`config.mk`:
```
export PLATFORM = sky130hd
export DESIGN_NAME = data_ram_pipelined
export DESIGN_NICKNAME = d
export VERILOG_FILES = /design/src/rtl/data_ram_pkg.sv /design/src/rtl/data_ram_pipelined_rsp_pipe.sv /design/src/rtl/data_ram_pipelined.sv
export SDC_FILE = /design/constraint.sdc
export NUM_CORES = 2
export LEC_CHECK = 0
export ABC_AREA = 1
export CAP_MARGIN = 20
export CELL_PAD_IN_SITES_DETAIL_PLACEMENT = 2
export CELL_PAD_IN_SITES_GLOBAL_PLACEMENT = 2
export CORE_ASPECT_RATIO = 0.75
export CORE_MARGIN = 2
export CORE_UTILIZATION = 30
export CTS_CLUSTER_DIAMETER = 200
export CTS_CLUSTER_SIZE = 28
export DETAILED_ROUTE_END_ITERATION = 8
export DONT_BUFFER_PORTS = 1
export PLACE_DENSITY_LB_ADDON = 0.05
export SLEW_MARGIN = 20
export SYNTH_ARGS = -nofsm -noshare
export SYNTH_HDL_FRONTEND = slang
export SYNTH_MEMORY_MAX_BITS = 65536
export SYNTH_SLANG_ARGS = --single-unit
```
`constraint.sdc`:
```
create_clock -name CLK -period 32.7 [get_ports CLK]
set_input_delay 6.54 -clock CLK [delete_from_list [all_inputs] [get_ports CLK]]
set_output_delay 6.54 -clock CLK [all_outputs]
set_load 0.005 [all_outputs]
```
`src/rtl/data_ram_pkg.sv`:
```
`default_nettype none
// +--------------------------------------------------------------------+
// | data_ram_pkg : shared types, limits and byte-lane merge for data_ram |
// | Rev 1.0                                                              |
// +--------------------------------------------------------------------+
package data_ram_pkg;

    typedef enum logic {
        CLEAR = 1'b0,
        RUN   = 1'b1
    } ram_state_t;

    localparam int RD_LAT_MAX = 4;
    localparam int DATA_W_MAX = 128;

    // Operates on the widest supported word; callers size-cast in and out.
    function automatic logic [DATA_W_MAX-1:0] be_merge(
        input logic [DATA_W_MAX-1:0]   oldWord,
        input logic [DATA_W_MAX-1:0]   newWord,
        input logic [DATA_W_MAX/8-1:0] be
    );
        logic [DATA_W_MAX-1:0] merged;
        merged = oldWord;
        for (int i = 0; i < DATA_W_MAX/8; i++) begin
            if (be[i]) begin
                merged[8*i +: 8] = newWord[8*i +: 8];
            end
        end
        return merged;
    endfunction

endpackage
`default_nettype wire

```
`src/rtl/data_ram_pipelined_rsp_pipe.sv`:
```
`default_nettype none
// +--------------------------------------------------------------------+
// | rsp_pipe : RD_LAT-deep {valid, err, data} shift register            |
// | Rev 1.0                                                              |
// +--------------------------------------------------------------------+
module rsp_pipe
    import data_ram_pkg::*;
#(
    parameter int DATA_W = 16,
    parameter int RD_LAT = 1
) (
    input  logic              CLK,
    input  logic              RST,
    input  logic              InValid,
    input  logic              InErr,
    input  logic [DATA_W-1:0] InData,
    output logic              RspValid,
    output logic              RspErr,
    output logic [DATA_W-1:0] RspData
);

    if (RD_LAT < 1 || RD_LAT > RD_LAT_MAX) begin : g_badRdLat
        $error("rsp_pipe: RD_LAT must be within 1..%0d", RD_LAT_MAX);
    end

    logic [RD_LAT-1:0] r_valid;
    logic [RD_LAT-1:0] r_err;
    logic [DATA_W-1:0] r_data [RD_LAT];

    // Idle stages carry zeros so RspData/RspErr read 0 between responses.
    always_ff @(posedge CLK) begin
        if (RST) begin
            r_valid[0] <= 1'b0;
            r_err[0]   <= 1'b0;
            r_data[0]  <= '0;
        end else begin
            r_valid[0] <= InValid;
            r_err[0]   <= InValid & InErr;
            r_data[0]  <= InValid ? InData : '0;
        end
    end

    for (genvar s = 1; s < RD_LAT; s++) begin : g_stage
        always_ff @(posedge CLK) begin
            if (RST) begin
                r_valid[s] <= 1'b0;
                r_err[s]   <= 1'b0;
                r_data[s]  <= '0;
            end else begin
                r_valid[s] <= r_valid[s-1];
                r_err[s]   <= r_err[s-1];
                r_data[s]  <= r_data[s-1];
            end
        end
    end

    assign RspValid = r_valid[RD_LAT-1];
    assign RspErr   = r_err[RD_LAT-1];
    assign RspData  = r_data[RD_LAT-1];

endmodule
`default_nettype wire

```
`src/rtl/data_ram_pipelined.sv`:
```
`default_nettype none
// +--------------------------------------------------------------------+
// | data_ram_pipelined : valid/ready data RAM, byte enables, pipelined  |
// | read, zero-fill sweep after reset, out-of-range detection           |
// | Rev 1.0                                                              |
// +--------------------------------------------------------------------+
module data_ram_pipelined
    import data_ram_pkg::*;
#(
    parameter int DATA_W         = 16,
    parameter int ADDR_W         = 16,
    parameter int DEPTH          = 256,
    parameter int RD_LAT         = 1,
    parameter int CLEAR_ON_RESET = 1
) (
    input  logic                CLK,
    input  logic                RST,
    input  logic                ReqValid,
    output logic                ReqReady,
    input  logic                ReqWrite,
    input  logic [ADDR_W-1:0]   ReqAddr,
    input  logic [DATA_W-1:0]   ReqWData,
    input  logic [DATA_W/8-1:0] ReqBE,
    output logic                RspValid,
    output logic [DATA_W-1:0]   RspData,
    output logic                RspErr,
    output logic                ErrSticky
);

    localparam int                 c_IDX_W     = (DEPTH > 1) ? $clog2(DEPTH) : 1;
    localparam logic [ADDR_W:0]    c_DEPTH_EXT = (ADDR_W+1)'(DEPTH);
    localparam logic [c_IDX_W-1:0] c_CLR_LAST  = c_IDX_W'(DEPTH - 1);

    if (DATA_W < 8 || (DATA_W % 8) != 0 || DATA_W > DATA_W_MAX) begin : g_badDataW
        $error("data_ram_pipelined: DATA_W must be a multiple of 8, at most %0d", DATA_W_MAX);
    end
    if (DEPTH < 1 || 64'(DEPTH) > (64'd1 << ADDR_W)) begin : g_badDepth
        $error("data_ram_pipelined: DEPTH must be within 1..2**ADDR_W");
    end
    if (RD_LAT < 1 || RD_LAT > RD_LAT_MAX) begin : g_badRdLat
        $error("data_ram_pipelined: RD_LAT must be within 1..%0d", RD_LAT_MAX);
    end

    ram_state_t         r_state;
    ram_state_t         w_stateNext;
    logic [c_IDX_W-1:0] r_clrAddr;
    logic               r_errSticky;
    logic [DATA_W-1:0]  r_mem [DEPTH];

    logic               w_accept;
    logic               w_inRange;
    logic               w_memWrite;
    logic               w_clrWrite;
    logic [c_IDX_W-1:0] w_idx;
    logic [DATA_W-1:0]  w_rdWord;

    always_ff @(posedge CLK) begin
        if (RST) begin
            r_state <= CLEAR;
        end else begin
            r_state <= w_stateNext;
        end
    end

    always_comb begin
        w_stateNext = r_state;
        case (r_state)
            CLEAR: begin
                if (CLEAR_ON_RESET == 0 || r_clrAddr == c_CLR_LAST) begin
                    w_stateNext = RUN;
                end
            end
            RUN: w_stateNext = RUN;
        endcase
    end

    always_comb begin
        ReqReady = (r_state == RUN);
    end

    // Counter returns to 0 on the last sweep write so it never exceeds DEPTH-1.
    always_ff @(posedge CLK) begin
        if (RST) begin
            r_clrAddr <= '0;
        end else if (r_state == CLEAR && CLEAR_ON_RESET != 0) begin
            r_clrAddr <= (r_clrAddr == c_CLR_LAST) ? '0 : r_clrAddr + 1'b1;
        end
    end

    assign w_accept   = ReqValid & ReqReady & ~RST;
    assign w_inRange  = ({1'b0, ReqAddr} < c_DEPTH_EXT);
    assign w_idx      = ReqAddr[c_IDX_W-1:0];
    assign w_memWrite = w_accept & ReqWrite & w_inRange;
    assign w_clrWrite = (r_state == CLEAR) && (CLEAR_ON_RESET != 0) && !RST;
    assign w_rdWord   = w_inRange ? r_mem[w_idx] : '0;

    always_ff @(posedge CLK) begin
        if (w_clrWrite) begin
            r_mem[r_clrAddr] <= '0;
        end else if (w_memWrite) begin
            r_mem[w_idx] <= DATA_W'(be_merge(DATA_W_MAX'(r_mem[w_idx]),
                                             DATA_W_MAX'(ReqWData),
                                             (DATA_W_MAX/8)'(ReqBE)));
        end
    end

    always_ff @(posedge CLK) begin
        if (RST) begin
            r_errSticky <= 1'b0;
        end else if (w_accept && !w_inRange) begin
            r_errSticky <= 1'b1;
        end
    end

    assign ErrSticky = r_errSticky;

    rsp_pipe #(
        .DATA_W (DATA_W),
        .RD_LAT (RD_LAT)
    ) u_rspPipe (
        .CLK      (CLK),
        .RST      (RST),
        .InValid  (w_accept & ~ReqWrite),
        .InErr    (~w_inRange),
        .InData   (w_rdWord),
        .RspValid (RspValid),
        .RspErr   (RspErr),
        .RspData  (RspData)
    );

endmodule
`default_nettype wire

```
# After elaboration in Yosys (flattened, before gate mapping)
# Memories as Yosys holds them, arrays and structs flattened.
# Cells that the tools add are included.
totals:
  register_bits: 12
  mem_count: 2
  ram_bits: 4112
  inputBits: 38
classes:
  add_sub_neg: 1
  order_cmp: 1
  n_mux: 24
  eq_ne: 1
  reduce_logical: 6
  bitwise: 10
mem_list:
  columns: ["name", "depth", "width", "read_ports", "rd_ports_with_merged_regs", "write_ports", "line", "source"]
  rows:
  - ["r_mem", 256, 16, 1, 0, 1, "data_ram_pipelined.sv:48", "logic [DATA_W-1:0] r_mem [DEPTH];"]
  - ["u_rspPipe.r_data", 1, 16, 1, 0, 1, "data_ram_pipelined_rsp_pipe.sv:28", "logic [DATA_W-1:0] r_data [RD_LAT];"]
op_table:
  columns: ["cell", "count"]
  rows:
  - ["16-bit two-way mux", 4]
  - ["8-bit two-way mux", 8]
  - ["16-bit OR reduction", 2]
  - ["16-bit by 9-bit < comparator with 1-bit output (second input constant)", 1]
  - ["1-bit two-way mux", 11]
  - ["8-bit by 1-bit adder with 8-bit output (second input constant)", 1]
  - ["8-bit equality test (second input constant)", 1]
  - ["1-bit bitwise AND", 6]
  - ["1-bit inverter", 4]
  - ["1-bit logical AND", 2]
  - ["1-bit logical NOT", 2]
  - ["1-bit case mux with 2 select lines", 1]

# Logic depth before layout (Yosys ltp)
depth:
  ltp_word: 9
  depth_mapped: 16
  mapped_depth_nobuf: 13

# Hierarchy
# A second synthesis with hierarchy kept.
hier_totals:
  cells_unflattened: 13757
  hier_area_um2: 165269.8
by_module_without_submodules:
  columns: ["module", "seq_area_each_um2", "cells_per_inst", "area_per_inst_um2", "n_inst"]
  rows:
  - ["data_ram_pipelined", 123198.2, 13701, 164724.2, 1]
  - ["rsp_pipe", 360.3, 56, 545.5, 1]

# Worst setup path after synthesis
# Ideal clock, no wire load.
synth_path:
  kind: "input port to flip-flop"
  start: "input port ReqAddr[0]"
  end: "memory r_mem[0][3], data pin"
  arrival_ps: 14744
  setup_ps: 1578
  path_slack_ps: 16378
  n_path_buf: 4
  required_ps: 31122
  path_stages: 14
  path_cell_list: "buf_4 -> buf_2 -> buf_2 -> clkbuf_1 -> nand2_1 -> nand3_1 -> nand3_1 -> nand3_1 -> nand3_1 -> nand3_1 -> nand3_1 -> nand3_1 -> nand2_1 -> a21oi_1"
synth_via:
  elab_chain_cells: 7
synth_lines:
  columns: ["item", "line", "source"]
  rows:
  - ["start, declared", "data_ram_pipelined.sv:21", "input logic [ADDR_W-1:0] ReqAddr,"]
  - ["16-bit by 9-bit < comparator with 1-bit output", "data_ram_pipelined.sv:91", "assign w_inRange = ({1'b0, ReqAddr} < c_DEPTH_EXT);"]
  - ["1-bit bitwise AND", "data_ram_pipelined.sv:93", "assign w_memWrite = w_accept & ReqWrite & w_inRange;"]
  - ["1-bit two-way mux", "data_ram_pipelined.sv:100", "end else if (w_memWrite) begin"]
  - ["1-bit two-way mux", "data_ram_pipelined.sv:98", "if (w_clrWrite) begin"]
  - ["1-bit two-way mux (implied by the code)", "data_ram_pipelined.sv:101", "r_mem[w_idx] <= DATA_W'(be_merge(DATA_W_MAX'(r_mem[w_idx]),"]
  - ["16-bit OR reduction (no line)", null, null]
  - ["16-bit two-way mux (no line) *", null, null]
  - ["end, declared", "data_ram_pipelined.sv:48", null]
# Mark *: on every way between the ends. The rest lies on a longest branch, timed or not. The select of a mux whose other input is x is not followed.

# Final worst setup path
layout_path:
  start: "input port ReqAddr[2]"
  end: "memory r_mem[235][9], data pin"
# Same word-level chain as after synthesis.

==> summary.txt <==
outcome = complete, but fails checks
failing checks = max-slew violations
worst setup path start = ReqAddr[2]
sequential element share of the synthesized area = 0.747
largest family of logic cells by synthesized area = simple AND/OR/NAND/NOR gates
Die W = 862 um
Startpoint Class = primary input
Synth Area in Simple Gates = 0.226
post-synthesis compound-gate area fraction = 0.00184
commonest non-fill, non-tap cell in the layout = nand2_1
root buffer cell = clkbuf_16
worst-case clock buffer depth = 4
minimum clock period = 14380 ps
FF-to-FF setup slack = 27450 ps
cts hold-fix bufs = 0
HPWL Detailed = 367000 um
fraction of synthesized cell area in xor and xnor cells = 0.000159
Final ANT Viol Nets = 0
Syn-to-layout area delta = 8.73%
Vias = 110000
most frequent cells in the layout = nand2_1 (4129), edfxtp_1 (4096), nand3_1 (4067)
CP Class = primary input to flop
CP dominant cell by count = nand3_1
post-CTS setup buffers = 0
HP Start = ErrSticky
Synth top area share = 0.743
critical path cell sequence = inv_8 -> buf_4 -> buf_12 -> buf_4 -> nand3_1 -> nand3_1 -> nand3_1 -> nand3_1 -> nand3_1 -> nand3_1 -> nand2_1 -> a21oi_4 -> buf_4 -> buf_4 -> buf_4
RSZ-0062 raised after global routing = no
Post-Route WL = 649000 um
# rows = 236
mux share of post-synthesis cell area = 0
clock sinks = 4124
height of the die = 647 um
achievable clock frequency = 69.6 MHz
Setup Viol. Count Final = 0
Fin Clk Skew = 87.8 ps
Fin. Hold Viols = 0
Cell Pwr Density = 49.5 nW/um^2
CTS Buf Count = 169
maxcap violations = 0
global-route wire length before repair = 919000 um
Post-Syn Nets = 13800
CTS tree = yes
Rel. slew slack = -0.634
Lkg Pwr = 0.0647 uW
Final Max Slew Viols = 334
Reg-to-Reg Start = r_mem[255][9]
Worst-Margin Slew = 2450 ps
YS warnings = 0
synthesized area = 165000 um^2
Placeable Area = 550000 um^2
Total GRT Usage = 0.228
post-synthesis cell count = 13700
worst path required time = 33370 ps
port bufs = 0
Initial Util = 0.301
Worst Hold Class = flop to flop
GRT overflow = 0
Worst path slowest cell = inv_8
Placed Cells = 20600
Hold Crit Endpoint = ErrSticky
fin cells = 20800
vias per cell = 5.27
post-synthesis adder-cell area fraction = 0.0000756
Critical Path End Type = flop
DR pass1 iterations = 6
share of cells above drive strength 1 = 0.0615
Final TNS setup = 0 ps
Clk Latency, worst-skew pair = 1010 ps
# IOs = 58
Nets = 13400
vias in the first global route = 116000
r2r endpoint = r_mem[235][9]
Die Footprint = 558000 um^2
crit share post-route = 0.440
CP max FO = 513
Netlist cell types = 36
worst IR drop on VDD = 0.0000383 V
Synth Register Bits = 4124
slowest stage delay, CP = 1370 ps
initial drt markers = 8859
cts repair resizes = 0
worst reg2reg path depth = 13
antenna violations before repair = 43
post-synth top area cell = edfxtp_1
routability cong. = 0.762
depth of the worst hold-timing path = 2
routed len/inst = 31.2 um
htree depth = 4
Mapped Avg Cell Area = 12.1 um^2
synth top area cells = edfxtp_1 (74%), nand3_1 (12%), nand2_1 (9.4%)
register clock-pin slew on the reported worst setup and hold paths = 120 ps
critical path arrival = 15050 ps
largest net degree at the start of global routing = 514
DRC = 0
state kept, by name (all words and copies together) (netlist names):
signal and cells:
ErrSticky 1, r_clrAddr 8, ReqReady 1, u_rspPipe.RspValid 1
u_rspPipe.RspErr 1, u_rspPipe.r_data 16, r_mem 4096
where the power goes:
group / internal, uW / leakage, uW / switching [uW]
logic: 109 / 0.0149 / 389
clock network: 971 / 0.00218 / 1720
registers: 5720 / 0.0477 / 1.14
critical path, delay by kind of cell:
family / cells / cell delay [ps]
buffers and inverters: 7 / 4620
AO/OA/AOI/OAI: 1 / 450
AND/OR/NAND/NOR: 7 / 1910
synth_stat cells (all sizes together):
cell type  count
clkinv         1
dfxtp         28
and3           1
a31oi          1
edfxtp      4096
nand4          2
a211oi         1
o22ai          1
buf          506
clkbuf       438
nor2         323
nand3       4069
ha             1
nor3           4
a21oi         25
nand2       4156
o21ai         22
xor2           3
nand3b         1
inv           49
per-layer routing:
metal  vias up  wire length, um  GRT usage
met5         -                0          0
met4         0            12400     0.0392
met2      1614           306000      0.378
li1      47900                -          -
met3       425            18600     0.0161
met1     59600           313000      0.333
cell families (layout without fill, tap and decap cells):
kind of cell	count (synthesis)	count (layout)
xor+xnor	3	3
fa+ha+maj	1	1
other cells	0	18
compound gates	50	50
flops	4124	4124
simple gates	8556	8556
buf+inv	994	675
per-stage QoR:
stage / area, um^2 / utilization / setup WS, ps / power (uW) / hold slack, ps
after floorplan: 166000 / - / 16380 / 6120 / 444
after global placement: 175000 / 0.319 / 18170 / 6340 / 458
after detailed placement: 175000 / 0.319 / 17900 / 6340 / 468
after CTS: 180000 / 0.327 / 18950 / 9010 / 486
after global routing: 180000 / 0.327 / 18420 / 9180 / 510
final: 180000 / 0.327 / 18320 / 8900 / 481
worst max path at each step:
stage	end	slack (ps)
floorplan	r_mem[0][3]	16380
global placement	r_mem[160][7]	18170
detailed placement	r_mem[160][7]	17900
CTS	r_mem[160][7]	18950
global route	r_mem[160][7]	18420
finish	r_mem[235][9]	18320
final cells by class:
type / instances / area, um^2
Fill cell: 57300 / 370000
Sequential cell: 4124 / 124000
Multi-Input combinational cell: 8610 / 38600
Tap cell: 7378 / 9230
Clock buffer: 191 / 4400
Timing Repair Buffer: 428 / 3790
Inverter: 50 / 226
Clock inverter: 6 / 62.6
Antenna cell: 18 / 45.0
Power figures use the tool's default switching activity.
